### src/rtl/vga_pkg.sv
// Shared definitions for the VGA test-pattern source: pattern codes,
// default 640x480@60 timing and the colour-bar palette.
package vga_pkg;

    typedef enum logic [2:0] {
        PAT_BLACK = 3'd0,
        PAT_SOLID = 3'd1,
        PAT_RAMP  = 3'd2,
        PAT_BARS  = 3'd3,
        PAT_CHECK = 3'd4,
        PAT_WALK  = 3'd5
    } pattern_e;

    localparam int unsigned DEF_HDISP = 640;
    localparam int unsigned DEF_HFP   = 16;
    localparam int unsigned DEF_HSYNC = 96;
    localparam int unsigned DEF_HBP   = 48;
    localparam int unsigned DEF_VDISP = 480;
    localparam int unsigned DEF_VFP   = 10;
    localparam int unsigned DEF_VSYNC = 2;
    localparam int unsigned DEF_VBP   = 33;

    // {r,g,b} on/off per bar, left to right.
    function automatic logic [2:0] bar_colour(input logic [2:0] idx);
        case (idx)
            3'd0:    return 3'b111;
            3'd1:    return 3'b110;
            3'd2:    return 3'b011;
            3'd3:    return 3'b010;
            3'd4:    return 3'b101;
            3'd5:    return 3'b100;
            3'd6:    return 3'b001;
            default: return 3'b000;
        endcase
    endfunction

endpackage

### src/rtl/vga_timing.sv
// Horizontal/vertical raster counters with sync, active-area and
// frame-start decode; counters park at (0,0) while disabled.
module vga_timing #(
    parameter int unsigned HDISP = 640,
    parameter int unsigned HFP   = 16,
    parameter int unsigned HSYNC = 96,
    parameter int unsigned HBP   = 48,
    parameter int unsigned VDISP = 480,
    parameter int unsigned VFP   = 10,
    parameter int unsigned VSYNC = 2,
    parameter int unsigned VBP   = 33,
    parameter int unsigned HW    = $clog2(HDISP + HFP + HSYNC + HBP),
    parameter int unsigned VW    = $clog2(VDISP + VFP + VSYNC + VBP)
) (
    input  logic          clk,
    input  logic          rst_n,
    input  logic          enable,
    output logic [HW-1:0] hcnt,
    output logic          vtile,
    output logic          active,
    output logic          hsync_act,
    output logic          vsync_act,
    output logic          frame_start,
    output logic          frame_wrap,
    output logic          line_last
);

    localparam int unsigned HTOTAL = HDISP + HFP + HSYNC + HBP;
    localparam int unsigned VTOTAL = VDISP + VFP + VSYNC + VBP;

    logic [VW-1:0] vcnt;
    logic          running;

    always_ff @(posedge clk or negedge rst_n) begin
        if (!rst_n) begin
            hcnt    <= '0;
            vcnt    <= '0;
            running <= 1'b0;
        end else if (!enable) begin
            hcnt    <= '0;
            vcnt    <= '0;
            running <= 1'b0;
        end else begin
            running <= 1'b1;
            if (hcnt == HW'(HTOTAL - 1)) begin
                hcnt <= '0;
                vcnt <= (vcnt == VW'(VTOTAL - 1)) ? '0 : vcnt + VW'(1);
            end else begin
                hcnt <= hcnt + HW'(1);
            end
        end
    end

    always_comb begin
        vtile       = vcnt[3];
        active      = (hcnt < HW'(HDISP)) && (vcnt < VW'(VDISP));
        hsync_act   = (hcnt >= HW'(HDISP + HFP)) && (hcnt < HW'(HDISP + HFP + HSYNC));
        vsync_act   = (vcnt >= VW'(VDISP + VFP)) && (vcnt < VW'(VDISP + VFP + VSYNC));
        line_last   = (hcnt == HW'(HTOTAL - 1));
        frame_start = enable && (hcnt == '0) && (vcnt == '0);
        // Only a start reached by wrapping completes a frame; a restart does not.
        frame_wrap  = frame_start && running;
    end

endmodule

### src/rtl/vga_pattern_gen.sv
// VGA timing plus run-time selectable test pattern, with all outputs
// registered one cycle behind the raster counters.
module vga_pattern_gen
    import vga_pkg::*;
#(
    parameter int unsigned HDISP = DEF_HDISP,
    parameter int unsigned HFP   = DEF_HFP,
    parameter int unsigned HSYNC = DEF_HSYNC,
    parameter int unsigned HBP   = DEF_HBP,
    parameter int unsigned VDISP = DEF_VDISP,
    parameter int unsigned VFP   = DEF_VFP,
    parameter int unsigned VSYNC = DEF_VSYNC,
    parameter int unsigned VBP   = DEF_VBP,
    parameter int unsigned CW    = 8,
    parameter bit          HPOL  = 1'b0,
    parameter bit          VPOL  = 1'b0
) (
    input  logic            clock_i,
    input  logic            reset_ni,
    input  logic            enable_i,
    input  logic [2:0]      mode_i,
    input  logic [3*CW-1:0] solid_i,
    output logic            hsync_o,
    output logic            vsync_o,
    output logic            de_o,
    output logic [CW-1:0]   red_o,
    output logic [CW-1:0]   green_o,
    output logic [CW-1:0]   blue_o,
    output logic            frame_o
);

    localparam int unsigned HTOTAL = HDISP + HFP + HSYNC + HBP;
    localparam int unsigned VTOTAL = VDISP + VFP + VSYNC + VBP;
    localparam int unsigned HW     = $clog2(HTOTAL);
    localparam int unsigned VW     = $clog2(VTOTAL);
    localparam int unsigned BAR_W  = HDISP / 8;

    logic [HW-1:0] hcnt;
    logic          vtile, active, hsync_act, vsync_act;
    logic          frame_start, frame_wrap, line_last;

    vga_timing #(
        .HDISP(HDISP), .HFP(HFP), .HSYNC(HSYNC), .HBP(HBP),
        .VDISP(VDISP), .VFP(VFP), .VSYNC(VSYNC), .VBP(VBP),
        .HW(HW), .VW(VW)
    ) u_timing (
        .clk        (clock_i),
        .rst_n      (reset_ni),
        .enable     (enable_i),
        .hcnt       (hcnt),
        .vtile      (vtile),
        .active     (active),
        .hsync_act  (hsync_act),
        .vsync_act  (vsync_act),
        .frame_start(frame_start),
        .frame_wrap (frame_wrap),
        .line_last  (line_last)
    );

    logic [2:0]    mode_q, mode_eff;
    logic [HW-1:0] fcnt, fcnt_next, fcnt_eff;
    logic [HW-1:0] bar_px;
    logic [2:0]    bar_idx, bar_rgb;
    logic [CW-1:0] red, green, blue;

    always_comb begin
        fcnt_next = (fcnt == HW'(HDISP - 1)) ? '0 : fcnt + HW'(1);
        // Pixel (0,0) must already see the mode and count being latched this cycle.
        fcnt_eff  = frame_wrap ? fcnt_next : fcnt;
        mode_eff  = frame_start ? mode_i : mode_q;
        bar_rgb   = bar_colour(bar_idx);
    end

    always_ff @(posedge clock_i or negedge reset_ni) begin
        if (!reset_ni) begin
            mode_q <= '0;
            fcnt   <= '0;
        end else begin
            if (frame_start) mode_q <= mode_i;
            if (frame_wrap)  fcnt   <= fcnt_next;
        end
    end

    // Bar position tracked incrementally, aligned with hcnt.
    always_ff @(posedge clock_i or negedge reset_ni) begin
        if (!reset_ni) begin
            bar_px  <= '0;
            bar_idx <= '0;
        end else if (!enable_i || line_last) begin
            bar_px  <= '0;
            bar_idx <= '0;
        end else if (bar_px == HW'(BAR_W - 1)) begin
            bar_px  <= '0;
            bar_idx <= bar_idx + 3'd1;
        end else begin
            bar_px  <= bar_px + HW'(1);
        end
    end

    always_comb begin
        red   = '0;
        green = '0;
        blue  = '0;
        if (active) begin
            case (mode_eff)
                PAT_SOLID: begin
                    red   = solid_i[3*CW-1:2*CW];
                    green = solid_i[2*CW-1:CW];
                    blue  = solid_i[CW-1:0];
                end
                PAT_RAMP: begin
                    green = hcnt[CW:1];
                    blue  = hcnt[CW:1];
                end
                PAT_BARS: begin
                    red   = {CW{bar_rgb[2]}};
                    green = {CW{bar_rgb[1]}};
                    blue  = {CW{bar_rgb[0]}};
                end
                PAT_CHECK: begin
                    if (hcnt[3] ^ vtile ^ fcnt_eff[0]) begin
                        red   = '1;
                        green = '1;
                        blue  = '1;
                    end
                end
                PAT_WALK: begin
                    if (hcnt == fcnt_eff) begin
                        red   = '1;
                        green = '1;
                        blue  = '1;
                    end else begin
                        blue[CW-1] = 1'b1;
                    end
                end
                default: ;
            endcase
        end
    end

    always_ff @(posedge clock_i or negedge reset_ni) begin
        if (!reset_ni) begin
            hsync_o <= ~HPOL;
            vsync_o <= ~VPOL;
            de_o    <= 1'b0;
            frame_o <= 1'b0;
            red_o   <= '0;
            green_o <= '0;
            blue_o  <= '0;
        end else if (!enable_i) begin
            hsync_o <= ~HPOL;
            vsync_o <= ~VPOL;
            de_o    <= 1'b0;
            frame_o <= 1'b0;
            red_o   <= '0;
            green_o <= '0;
            blue_o  <= '0;
        end else begin
            hsync_o <= hsync_act ? HPOL : ~HPOL;
            vsync_o <= vsync_act ? VPOL : ~VPOL;
            de_o    <= active;
            frame_o <= frame_start;
            red_o   <= red;
            green_o <= green;
            blue_o  <= blue;
        end
    end

endmodule

### config.mk
export PLATFORM = sky130hd
export DESIGN_NAME = vga_pattern_gen
export DESIGN_NICKNAME = d
export VERILOG_FILES = /design/src/rtl/vga_pkg.sv /design/src/rtl/vga_timing.sv /design/src/rtl/vga_pattern_gen.sv
export SDC_FILE = /design/constraint.sdc
export NUM_CORES = 1
export LEC_CHECK = 0
export CORE_ASPECT_RATIO = 0.8
export CORE_MARGIN = 2
export CORE_UTILIZATION = 30
export DETAILED_ROUTE_END_ITERATION = 8
export DONT_BUFFER_PORTS = 1
export GPL_TIMING_DRIVEN = 0
export PLACE_DENSITY = 0.45
export SKIP_CTS_REPAIR_TIMING = 1
export SYNTH_ARGS = -nofsm -noshare
export SYNTH_HDL_FRONTEND = slang
export SYNTH_SLANG_ARGS = --single-unit
export TNS_END_PERCENT = 30
### constraint.sdc
create_clock -name clock_i -period 3.71 [get_ports clock_i]
set_input_delay 0.742 -clock clock_i [delete_from_list [all_inputs] [get_ports clock_i]]
set_output_delay 0.742 -clock clock_i [all_outputs]
set_load 0.03 [all_outputs]
After elaboration in Yosys (flattened, before gate mapping) --
Index checks and enable logic that the tools add are counted.
Storage, ports and cells: output and inout port bits 28, register bits 75, word-level logic and storage cells 88, input port bits 30
Cells by class: equal/unequal tests 17, muxes and demuxes 32, reduce and logical (&&, ||, !) cells 12, bitwise logic cells 2, order comparisons 6, add/subtract/negate cells 5
Operators with widths (count):
- 2-to-1 mux 10 bit | 9
- case mux 8 bit (5 select lines) | 2
- 2-to-1 mux 8 bit | 8
- adder 10 x 1 -> 10 bit (second input constant) | 4
- case mux 8 bit (4 select lines) | 1
- == test 10 bit (second input constant) | 3
- case mux 3 bit (7 select lines) | 1
- logical NOT 10 bit | 2
- < comparator 10 bit (second input constant) | 2
- < comparator 10 x 9 -> 1 bit (second input constant) | 2
- == test 3 bit (second input constant) | 5
- == test 3 x 2 -> 1 bit (second input constant) | 4
- == test 10 bit | 1
- == test 10 x 7 -> 1 bit (second input constant) | 1
- >= comparator 10 bit (second input constant) | 1
- >= comparator 10 x 9 -> 1 bit (second input constant) | 1
- 2-to-1 mux 3 bit | 3
- 2-to-1 mux 1 bit | 7
- 2-to-1 mux 7 bit | 1
- == test 3 x 1 -> 1 bit (second input constant) | 2
- logical AND 1 bit | 6
- adder 3 x 1 -> 3 bit (second input constant) | 1
- logical NOT 3 bit | 1
- inequality test 2 x 1 -> 1 bit (second input constant) | 1
- other kinds (4) | 5

Longest topological paths before layout --
Gate-level depths: netlist of the first run.
depth in word-level cells 10, mapped depth 12, mapped depth without buffers 10

Cells and area by module --
A second synthesis of the first run with hierarchy kept.
Unflattened totals: cell total of the unflattened synthesis 482, area total of the unflattened synthesis 4461.8 µm²
By module, submodules not included:
- vga_pattern_gen | sequential area each 1353.8 µm², area each 3209.3 µm², times used 1, cells an instance 347
- vga_timing | sequential area each 525.5 µm², area each 1252.5 µm², times used 1, cells an instance 135

Worst setup path after synthesis of the first run --
No wires, ideal clock.
path type input-to-reg, start input enable_i, end register red_o[2], data required time 3.616 ns, setup time 0.094 ns, data arrival time 2.687 ns, path slack 0.929 ns, stages on the path 9, path buffers 2, cell sequence buf_2 > and4bb_1 > nand4_2 > or4_4 > a32o_2 > a211oi_4 > buf_6 > a221oi_1 > a211oi_1
On the way: word-level cells in the longest chain between the ends 9, elaborated cells between the ends (all ways) 16, those cells by class eq/ne (5); mux (7); bitwise (1); reduce/logical (3)
RTL lines:
- from (decl) | line vga_pattern_gen.sv:20 | input logic enable_i,
- logical AND 1 bit (2 in a row) | line vga_timing.sv:60 | frame_start = enable && (hcnt == '0) && (vcnt == '0);
- logical AND 1 bit | line vga_timing.sv:62 | frame_wrap = frame_start && running;
- 2-to-1 mux 10 bit
- == test 10 bit or bitwise XOR 1 bit (tied branches) | line vga_pattern_gen.sv:128, vga_pattern_gen.sv:121
- 2-to-1 mux 8 bit (on tied branches) | line vga_pattern_gen.sv:128, vga_pattern_gen.sv:121
- case mux 8 bit (4 select lines) | line vga_pattern_gen.sv:105 | case (mode_eff)
- 2-to-1 mux 8 bit | line vga_pattern_gen.sv:104 | if (active) begin
- 2-to-1 mux 8 bit * | line vga_pattern_gen.sv:150 | end else if (!enable_i) begin
- to (signal assigned) | line vga_pattern_gen.sv:163 | red_o <= red;
- to (decl) | line vga_pattern_gen.sv:26 | output logic [CW-1:0] red_o,
Every way passes the cells marked *; elsewhere a longest branch is shown, timed or not. A chain may end at the register's enable or synchronous reset.

Worst setup path in the final report of the first run --
start register u_timing.vcnt[1], end register green_o[2]
On the way: word-level cells in the longest chain between the ends 9, elaborated cells between the ends (all ways) 19, those cells by class order compare (1); eq/ne (6); mux (7); bitwise (1); reduce/logical (4)
RTL lines:
- from (decl) | line vga_timing.sv:31 | logic [VW-1:0] vcnt;
- from (signal assigned) | line vga_timing.sv:47 | vcnt <= (vcnt == VW'(VTOTAL - 1)) ? '0 : vcnt + VW'(1);
- logical NOT 10 bit | line vga_timing.sv:60
- logical AND 1 bit | line vga_timing.sv:60
- logical AND 1 bit | line vga_timing.sv:62
- 2-to-1 mux 10 bit
- == test 10 bit or bitwise XOR 1 bit (tied branches) | line vga_pattern_gen.sv:128, vga_pattern_gen.sv:121
- 2-to-1 mux 8 bit (on tied branches) | line vga_pattern_gen.sv:128, vga_pattern_gen.sv:121
- case mux 8 bit (5 select lines) | line vga_pattern_gen.sv:105
- 2-to-1 mux 8 bit * | line vga_pattern_gen.sv:104
- 2-to-1 mux 8 bit * | line vga_pattern_gen.sv:150
- to (signal assigned) | line vga_pattern_gen.sv:164 | green_o <= green;
- to (decl) | line vga_pattern_gen.sv:27 | output logic [CW-1:0] green_o,
Marks and branches as above.

==> implementation parameters, run 1 <==
Parameter                              Value

Run status
  Outcome ... finished, final reports clean

Die
  I/O Pins ... 58
  Core box area ... about 15,000 um^2
  Die area ... ~16,000 um^2
  Number of rows in the core area ... 40
  Initial cell density of the core ... a little under a third
  Die height ... about 110 um
  Width of the die ... 142 um

GRT
  Via count of the first global-routing pass ... ~3,600
  Grt total ovfl ... 0
  Pin count of the biggest net entering global routing ... 76
  Aggregate global-route resource usage ... ~16%
  Initial antenna violation count ... 0
  Wire length of the first global-routing pass ... around 20,000 um

Setup path
  Most frequent CP cell ... sky130_fd_sc_hd__buf_2
  Critical path, cell by cell ... inv_1 > ha_1 > nor4b_4 > and4_1 > buf_2 > buf_2 > nand4_1 > xnor3_1 > a21oi_1 > nand4_1 > buf_2 > a211oi_1
  Startpoint of the worst-slack reg-to-reg timing path ... u_timing.vcnt[1]
  Endpoint of the most critical register-to-register path ... green_o[2]
  R2r setup slk ... 0.39 ns
  Data required time at the worst endpoint ... slightly below 4 ns
  Cell at the slowest stage of the critical path ... sky130_fd_sc_hd__dfrtp_1
  Crit path kind ... reg2reg
  Kind of start point of the critical path ... flop
  Peak per-stage delay on the critical path ... between 0.4 and 0.5 ns
  Count of cells along the worst register-to-register path ... 12
  Endpoint class of the critical path ... flop
  Crit-path max FO ... 10
  Arr. time, crit path ... roughly 3.6 ns

Clock tree
  Clock slew seen by the registers of the worst setup and hold paths ... about 0.070 ns
  TritonCTS clock tree ... done
  Cell at the root of the clock tree ... sky130_fd_sc_hd__clkbuf_16
  Max Buffers Root-to-Sink ... 2
  Total clock buffers created by CTS ... 9
  CTS sink cnt ... between 70 and 80
  H-tree depth ... 3
  Clock latency on the worst-skew pair ... 0.35 ns

Logic synthesis
  Flop and latch count out of synthesis ... 75
  Synthesized netlist net count ... about 530
  Part of the Yosys area used for sequential elements ... approximately 40%
  Number of flops mapped to enable cells by yosys ... 0
  Fraction of synthesis flops using an asynchronous set or reset pin ... 100%
  Proportion of netlist area held by the largest area contributor ... ~40%
  Xor and xnor fraction of the mapped netlist area ... under 10%
  Number of unique standard cell types used by synthesis ... about 70
  Cell type with the highest aggregate area in the netlist ... sky130_fd_sc_hd__dfrtp_1
  Warnings, synthesis ... 0
  Main flop type after synthesis ... sky130_fd_sc_hd__dfrtp_1
  Synth Area in Simple Gates ... about a fifth
  Netlist Area Pre-Place ... around 4600 um^2
  Mux share of post-synthesis cell area ... 0.709%
  Ranking of synthesized cells by area ... sky130_fd_sc_hd__dfrtp_1 (40%), sky130_fd_sc_hd__a211oi_1 (3.8%), sky130_fd_sc_hd__a21oi_1 (3.7%)
  Dominant combinational cell family by area after synthesis ... compound AO/OA/AOI/OAI gates
  Synthesized area per cell ... 9.47 um^2
  Synth Area in Compound Gates ... between 20% and 30%
  Post-synthesis instance total ... approximately 480
  Post-Synth Adder-Cell Area ... 3.00%

STA
  Layout Skew ... 0.0111 ns
  Final Critical Period ... between 3 and 4 ns
  Sum of negative setup slack ... 0 ns
  Setup repair after global routing missed its margin ... no
  Final slew viol count ... 0
  Relative slew margins ... between 40% and 50%
  Fraction of the cycle the final worst path needs ... 89.5%
  Number of setup violations in the final report ... 0
  Actual transition at the worst max-transition pin ... roughly 0.78 ns
  Fmax achieved ... 301 MHz
  Final count of hold timing violations ... 0

Place
  Number of port buffers ... 0
  Final weighted congestion in routability-driven placement ... 0.857
  Post-DP HPWL ... slightly above 9000 um

Pwr
  Maximum VDD drop ... between 0.2 and 0.25 mV
  Power per standard cell area ... approximately 570 nW/um^2
  Leak ... approximately 2.2 nW

Hold path
  Hold/Removal Path Class ... in2async

Routing
  Amount of wire on met2 after detailed routing ... 5480 um
  DR WL/cell ... roughly 18 um
  Metal-1 WL ... around 6300 um
  Post-detailed-route via-to-cell ratio ... 5.55
  Router iterations before antenna repair ... 5
  Met3 routed WL ... around 600 um
  DRT iter0 DRCs ... between 200 and 300
  Count of nets left with antenna violations after detail routing ... 0
  Uppermost layer routed ... met4
  Count of vias placed by the detailed router ... between 3,000 and 4,000
  DRC violations left ... 0
  Detailed Route WL ... between 10,000 and 15,000 um

Layout
  Top library cells by usage in the layout, fill and taps aside ... sky130_fd_sc_hd__dfrtp_1 (73), sky130_fd_sc_hd__inv_1 (44), sky130_fd_sc_hd__a21oi_1 (33)
  Layout-stage area growth over the synthesis result ... 11.7%
  Share of layout cells above drive strength 1 ... roughly an eighth
  Final core occ ... between 30 and 40%
  Leading cell type in the layout, fill and taps excluded ... sky130_fd_sc_hd__dfrtp_1
  Number of diodes added for antenna fixing ... 0
  Post-layout nets ... 536

Flow run
  Maxcap violations ... 0
## state kept, by name, indices dropped and copies added (netlist names)
register	flops
bar_px	10
fcnt	10
u_timing.hcnt	10
u_timing.vcnt	10
blue_o	8
green_o	8
red_o	8
bar_idx	3
mode_q	3
de_o	1
frame_o	1
hsync_o	1
u_timing.running	1
vsync_o	1
## stage by stage
| step | hold slack (ns) | std cells | cell area (um^2) | power [mW] | worst slack [ns] |
|---|---|---|---|---|---|
| after floorplan | 0.446 | 484 | 4590 | 1.83 | 0.929 |
| after global placement | 0.450 | 673 | 4820 | 2.03 | 0.374 |
| after detailed placement | 0.451 | 673 | 4820 | 2.04 | 0.384 |
| after CTS | 0.0727 | 689 | 5120 | 2.96 | 0.365 |
| after global routing | 0.0669 | 689 | 5120 | 3.12 | 0.0805 |
| final | 0.0946 | 689 | 5120 | 2.93 | 0.390 |
## cell type report
class | instances | area, um^2
Buffer | 28 | 151
Clock buffer | 12 | 246
Clock inverter | 4 | 50.0
Fill cell | 1531 | 9840
Inverter | 45 | 169
Multi-Input combinational cell | 336 | 2390
Sequential cell | 75 | 1880
Tap cell | 189 | 236
## cell families (layout without fill, tap and decap cells)
group / after synthesis / in the layout
and+or+nand+nor: 152 / 152
DFF: 75 / 75
muxes: 3 / 3
AOI/OAI and AO/OA: 143 / 143
adders and majority gates: 11 / 11
xor gates and xnor gates: 27 / 27
buffers and inverters: 73 / 89
## worst max-delay path: cells and delay by family (launching register included)
kind / cells / cell delay [ns]
flops: 1 / 0.42
simple gates: 4 / 1.04
compound gates: 2 / 0.48
xor+xnor: 1 / 0.23
buf+inv: 4 / 0.87
fa+ha+maj: 1 / 0.17
## report_power, final
part	total, mW	internal, mW	switching (mW)
sequential	1.10	0.914	0.186
clock	0.889	0.539	0.351
combinational	0.939	0.358	0.581
total	2.93	1.81	1.12
## per-layer routing
| layer | global-route usage [%] | up-vias |
|---|---|---|
| met5 | 0 | - |
| met4 | 5.27 | 0 |
| met3 | 4.10 | 16 |
| met2 | 23.5 | 104 |
| met1 | 23.5 | 1881 |
| li1 | - | 1822 |
## worst max-delay path by stage
stage | slack [ns] | to | startpoint | cells past startpoint
2_1_floorplan | 0.93 | red_o[2] | enable_i | 9
3_3_place_gp | 0.37 | green_o[2] | u_timing.vcnt[1] | 12
3_5_place_dp | 0.38 | blue_o[7] | enable_i | 8
4_1_cts | 0.37 | green_o[2] | u_timing.vcnt[1] | 12
5_1_grt | 0.08 | green_o[2] | u_timing.vcnt[1] | 12
6_report | 0.39 | green_o[2] | u_timing.vcnt[1] | 12
## Yosys cell counts (all sizes together) (2+ instances only)
cell type,n
nor3,5
a21oi,34
o2111ai,16
clkbuf,8
dfrtp,73
a41oi,2
a21bo,2
nor2b,2
or2,2
and4,3
nand2b,5
nor4,7
and2,6
o31ai,5
nand4b,3
or3,5
xor2,12
ha,11
and4b,3
a221oi,8
and3,21
a211oi,25
nand4,7
buf,20
o211ai,4
nand2,23
dfstp,2
nand3,19
nor4b,3
xnor2,14
or4,2
o221ai,10
o211a,3
o41ai,3
mux2,2
nor2,31
o21ai,20
inv,45
a31oi,4
(Power assumes the default switching activity.)
==> run 2: changes to the inputs <==
--- a/config.mk
+++ b/config.mk
@@ -10,6 +10,7 @@
 export CORE_UTILIZATION = 30
 export DETAILED_ROUTE_END_ITERATION = 8
 export DONT_BUFFER_PORTS = 1
+export GPL_ROUTABILITY_DRIVEN = 0
 export GPL_TIMING_DRIVEN = 0
 export PLACE_DENSITY = 0.45
 export SKIP_CTS_REPAIR_TIMING = 1
==> results of run 2 <==
Same layout as run 1: the final DEF is identical, and so are final timing and power.
==> run 3: changes to the inputs <==
--- a/config.mk
+++ b/config.mk
@@ -6,7 +6,6 @@
 export NUM_CORES = 1
 export LEC_CHECK = 0
 export CORE_ASPECT_RATIO = 0.8
-export CORE_MARGIN = 2
 export CORE_UTILIZATION = 30
 export DETAILED_ROUTE_END_ITERATION = 8
 export DONT_BUFFER_PORTS = 1
==> run 3 against run 2 <==
First-iteration DRC count up 50%; worst setup slack worse by 0.096 ns; flip-flop and latch count unchanged; core utilization up 0.050 points; sequential power about the same; combinational power up 1%; final cell count unchanged; register-to-register slack worse by 0.096 ns; clock power down 0.4%; fmax down 2.8%; total power up 0.31%.
==> implementation parameters, run 3 (synthesis gave the netlist of run 1 again) <==
Parameter                              Value

Routing
  Count of nets left with antenna violations after detail routing ... 0 (unchanged)
  Post-detailed-route via-to-cell ratio ... 5.62 (was 5.55)
  Detailed Route WL ... 12,700 um (was 12,600 um)
  DRC violations left ... 0 (unchanged)
  DRT iter0 DRCs ... 384 (was 256)
  Router iterations before antenna repair ... 5 (unchanged)
  DR WL/cell ... 18.4 um (was 18.3 um)
  Count of vias placed by the detailed router ... 3,874 (was 3,823)

GRT
  Initial antenna violation count ... 0 (unchanged)
  Wire length of the first global-routing pass ... 20,300 um (about the same)
  Pin count of the biggest net entering global routing ... 76 (unchanged)
  Grt total ovfl ... 0 (unchanged)
  Aggregate global-route resource usage ... 16.9% (was 16.2%)
  Via count of the first global-routing pass ... 3,637 (was 3,647)

Flow run
  Maxcap violations ... 0 (unchanged)

Die
  Width of the die ... 140 um (was 142 um)
  Number of rows in the core area ... 40 (unchanged)
  Core box area ... 15,000 um^2 (unchanged)
  Die height ... 113 um (was 115 um)
  Initial cell density of the core ... 30.6% (unchanged)
  Die area ... 15,800 um^2 (was 16,300 um^2)
  I/O Pins ... 58 (unchanged)

Setup path
  Cell at the slowest stage of the critical path ... sky130_fd_sc_hd__dfrtp_1 (unchanged)
  Arr. time, crit path ... 3.66 ns (was 3.56 ns)
  Count of cells along the worst register-to-register path ... 12 (unchanged)
  Endpoint class of the critical path ... flop (unchanged)
  Startpoint of the worst-slack reg-to-reg timing path ... u_timing.vcnt[1] (unchanged)
  Most frequent CP cell ... sky130_fd_sc_hd__buf_2 (unchanged)
  R2r setup slk ... 0.29 ns (was 0.39 ns)
  Critical path, cell by cell ... inv_1 > ha_1 > nor4b_4 > and4_1 > buf_2 > buf_2 > nand4_1 > xnor3_1 > a21oi_1 > nand4_1 > buf_2 > a211oi_1 (unchanged)
  Crit path kind ... reg2reg (unchanged)
  Crit-path max FO ... 10 (unchanged)
  Endpoint of the most critical register-to-register path ... red_o[4] (was green_o[2])
  Kind of start point of the critical path ... flop (unchanged)
  Peak per-stage delay on the critical path ... 0.42 ns (about the same)
  Data required time at the worst endpoint ... 3.95 ns (about the same)

STA
  Actual transition at the worst max-transition pin ... 0.758 ns (was 0.779 ns)
  Relative slew margins ... 48.9% (was 47.6%)
  Final slew viol count ... 0 (unchanged)
  Final Critical Period ... 3.42 ns (was 3.32 ns)
  Sum of negative setup slack ... 0 ns (unchanged)
  Number of setup violations in the final report ... 0 (unchanged)
  Final count of hold timing violations ... 0 (unchanged)
  Fmax achieved ... 293 MHz (was 301 MHz)
  Fraction of the cycle the final worst path needs ... 92.1% (was 89.5%)
  Minimum setup slack in the final design ... 0.294 ns (was 0.390 ns)
  Layout Skew ... 0.00733 ns (was 0.0111 ns)
  Setup repair after global routing missed its margin ... no (unchanged)

Clock tree
  CTS sink cnt ... 75 (unchanged)
  H-tree depth ... 3 (unchanged)
  Clock slew seen by the registers of the worst setup and hold paths ... 0.06 ns (was 0.07 ns)
  Max Buffers Root-to-Sink ... 2 (unchanged)
  Total clock buffers created by CTS ... 9 (unchanged)
  Cell at the root of the clock tree ... sky130_fd_sc_hd__clkbuf_16 (unchanged)
  TritonCTS clock tree ... done (unchanged)
  Clock latency on the worst-skew pair ... 0.35 ns (about the same)

Layout
  Layout-stage area growth over the synthesis result ... 11.9% (was 11.7%)
  Post-layout nets ... 536 (unchanged)
  Fill cell total of the finished layout ... 1,538 (was 1,531)
  Leading cell type in the layout, fill and taps excluded ... sky130_fd_sc_hd__dfrtp_1 (unchanged)
  Number of diodes added for antenna fixing ... 0 (unchanged)
  Share of layout cells above drive strength 1 ... 12.6% (was 12.4%)
  Top library cells by usage in the layout, fill and taps aside ... sky130_fd_sc_hd__dfrtp_1 (73), sky130_fd_sc_hd__inv_1 (44), sky130_fd_sc_hd__a21oi_1 (33) (unchanged)

Pwr
  Power per standard cell area ... 572 nW/um^2 (about the same)
  Maximum VDD drop ... 0.216 mV (was 0.219 mV)
  Part of the total power dissipated in combinational logic ... 32.4% (was 32.1%)
  Leak ... 2.24 nW (about the same)
  Share of total power in sequential cells ... 37.5% (was 37.6%)
  Psw ... 1.14 mW (was 1.12 mW)
  Switching part of the total power ... 38.9% (was 38.2%)
  Share of total power in the clock network ... 30.1% (was 30.4%)
  Internal power ... 1.79 mW (was 1.81 mW)

Place
  Post-place setup slack ... 0.360 ns (was 0.384 ns)
  Post-DP HPWL ... 9150 um (was 9200 um)
  Number of port buffers ... 0 (unchanged)

Hold path
  Hold/Removal Path Class ... in2async (unchanged)

Run status
  Outcome ... finished, final reports clean (unchanged)
-- run 3: final cells by class --
| cell class | count | area [um^2] | share of cell area (%) |
|---|---|---|---|
| sequential | 75 | 1880 | 36.6 |
| clock inverter | 6 | 66.3 | 1.29 |
| inverter | 45 | 169 | 3.29 |
| buffer | 28 | 151 | 2.95 |
| tap | 189 | 236 | 4.61 |
| clock buffer | 10 | 229 | 4.46 |
| multi-input combinational | 336 | 2400 | 46.8 |
-- run 3: worst max-delay path by stage --
stage | slack [ns] | endpoint | startpoint
3_5_place_dp | 0.36 | red_o[4] | u_timing.vcnt[1]
3_3_place_gp | 0.33 | green_o[2] | u_timing.vcnt[1]
6_report | 0.29 | red_o[4] | u_timing.vcnt[1]
4_1_cts | 0.33 | red_o[4] | u_timing.vcnt[1]
2_1_floorplan | 0.93 | red_o[2] | enable_i
5_1_grt | 0.06 | red_o[4] | u_timing.vcnt[1]
-- run 3: routing by layer --
metal  vias to the layer above  global-route usage [%]  routed length, um
met2                        96                    24.9               5600
met3                         8                    4.39                604
met5                         -                       0                  0
met4                         0                    4.84                124
li1                       1826                       -                  -
met1                      1944                    24.3               6360
-- run 3: worst max-delay path: cells and delay by family (launching register included) --
| kind | cells | cell delay, ns |
|---|---|---|
| AO/OA/AOI/OAI | 2 | 0.50 |
| XOR/XNOR | 1 | 0.23 |
| adder cells (fa/ha/maj) | 1 | 0.16 |
| buffers and inverters | 4 | 0.90 |
| flip-flops | 1 | 0.42 |
| AND/OR/NAND/NOR | 4 | 1.09 |
-- run 3: per-stage QoR --
| step | hold WS, ns | power (mW) | util (%) | cell area [um^2] | instances |
|---|---|---|---|---|---|
| after floorplan | 0.446 | 1.83 | - | 4590 | 484 |
| after global placement | 0.450 | 2.03 | 32.2 | 4820 | 673 |
| after detailed placement | 0.450 | 2.04 | 32.2 | 4820 | 673 |
| after CTS | 0.0654 | 2.96 | 34.2 | 5120 | 689 |
| after global routing | 0.0604 | 3.11 | 34.3 | 5130 | 689 |
| final | 0.0920 | 2.94 | 34.3 | 5130 | 689 |
-- run 3: power groups by stage --
stage	registers (mW)	clock network, mW	logic [mW]
2_1_floorplan	1.09	0	0.735
3_3_place_gp	1.11	0	0.912
3_5_place_dp	1.12	0	0.929
4_1_cts	1.10	0.922	0.934
5_1_grt	1.11	0.950	1.05
6_report	1.10	0.885	0.952
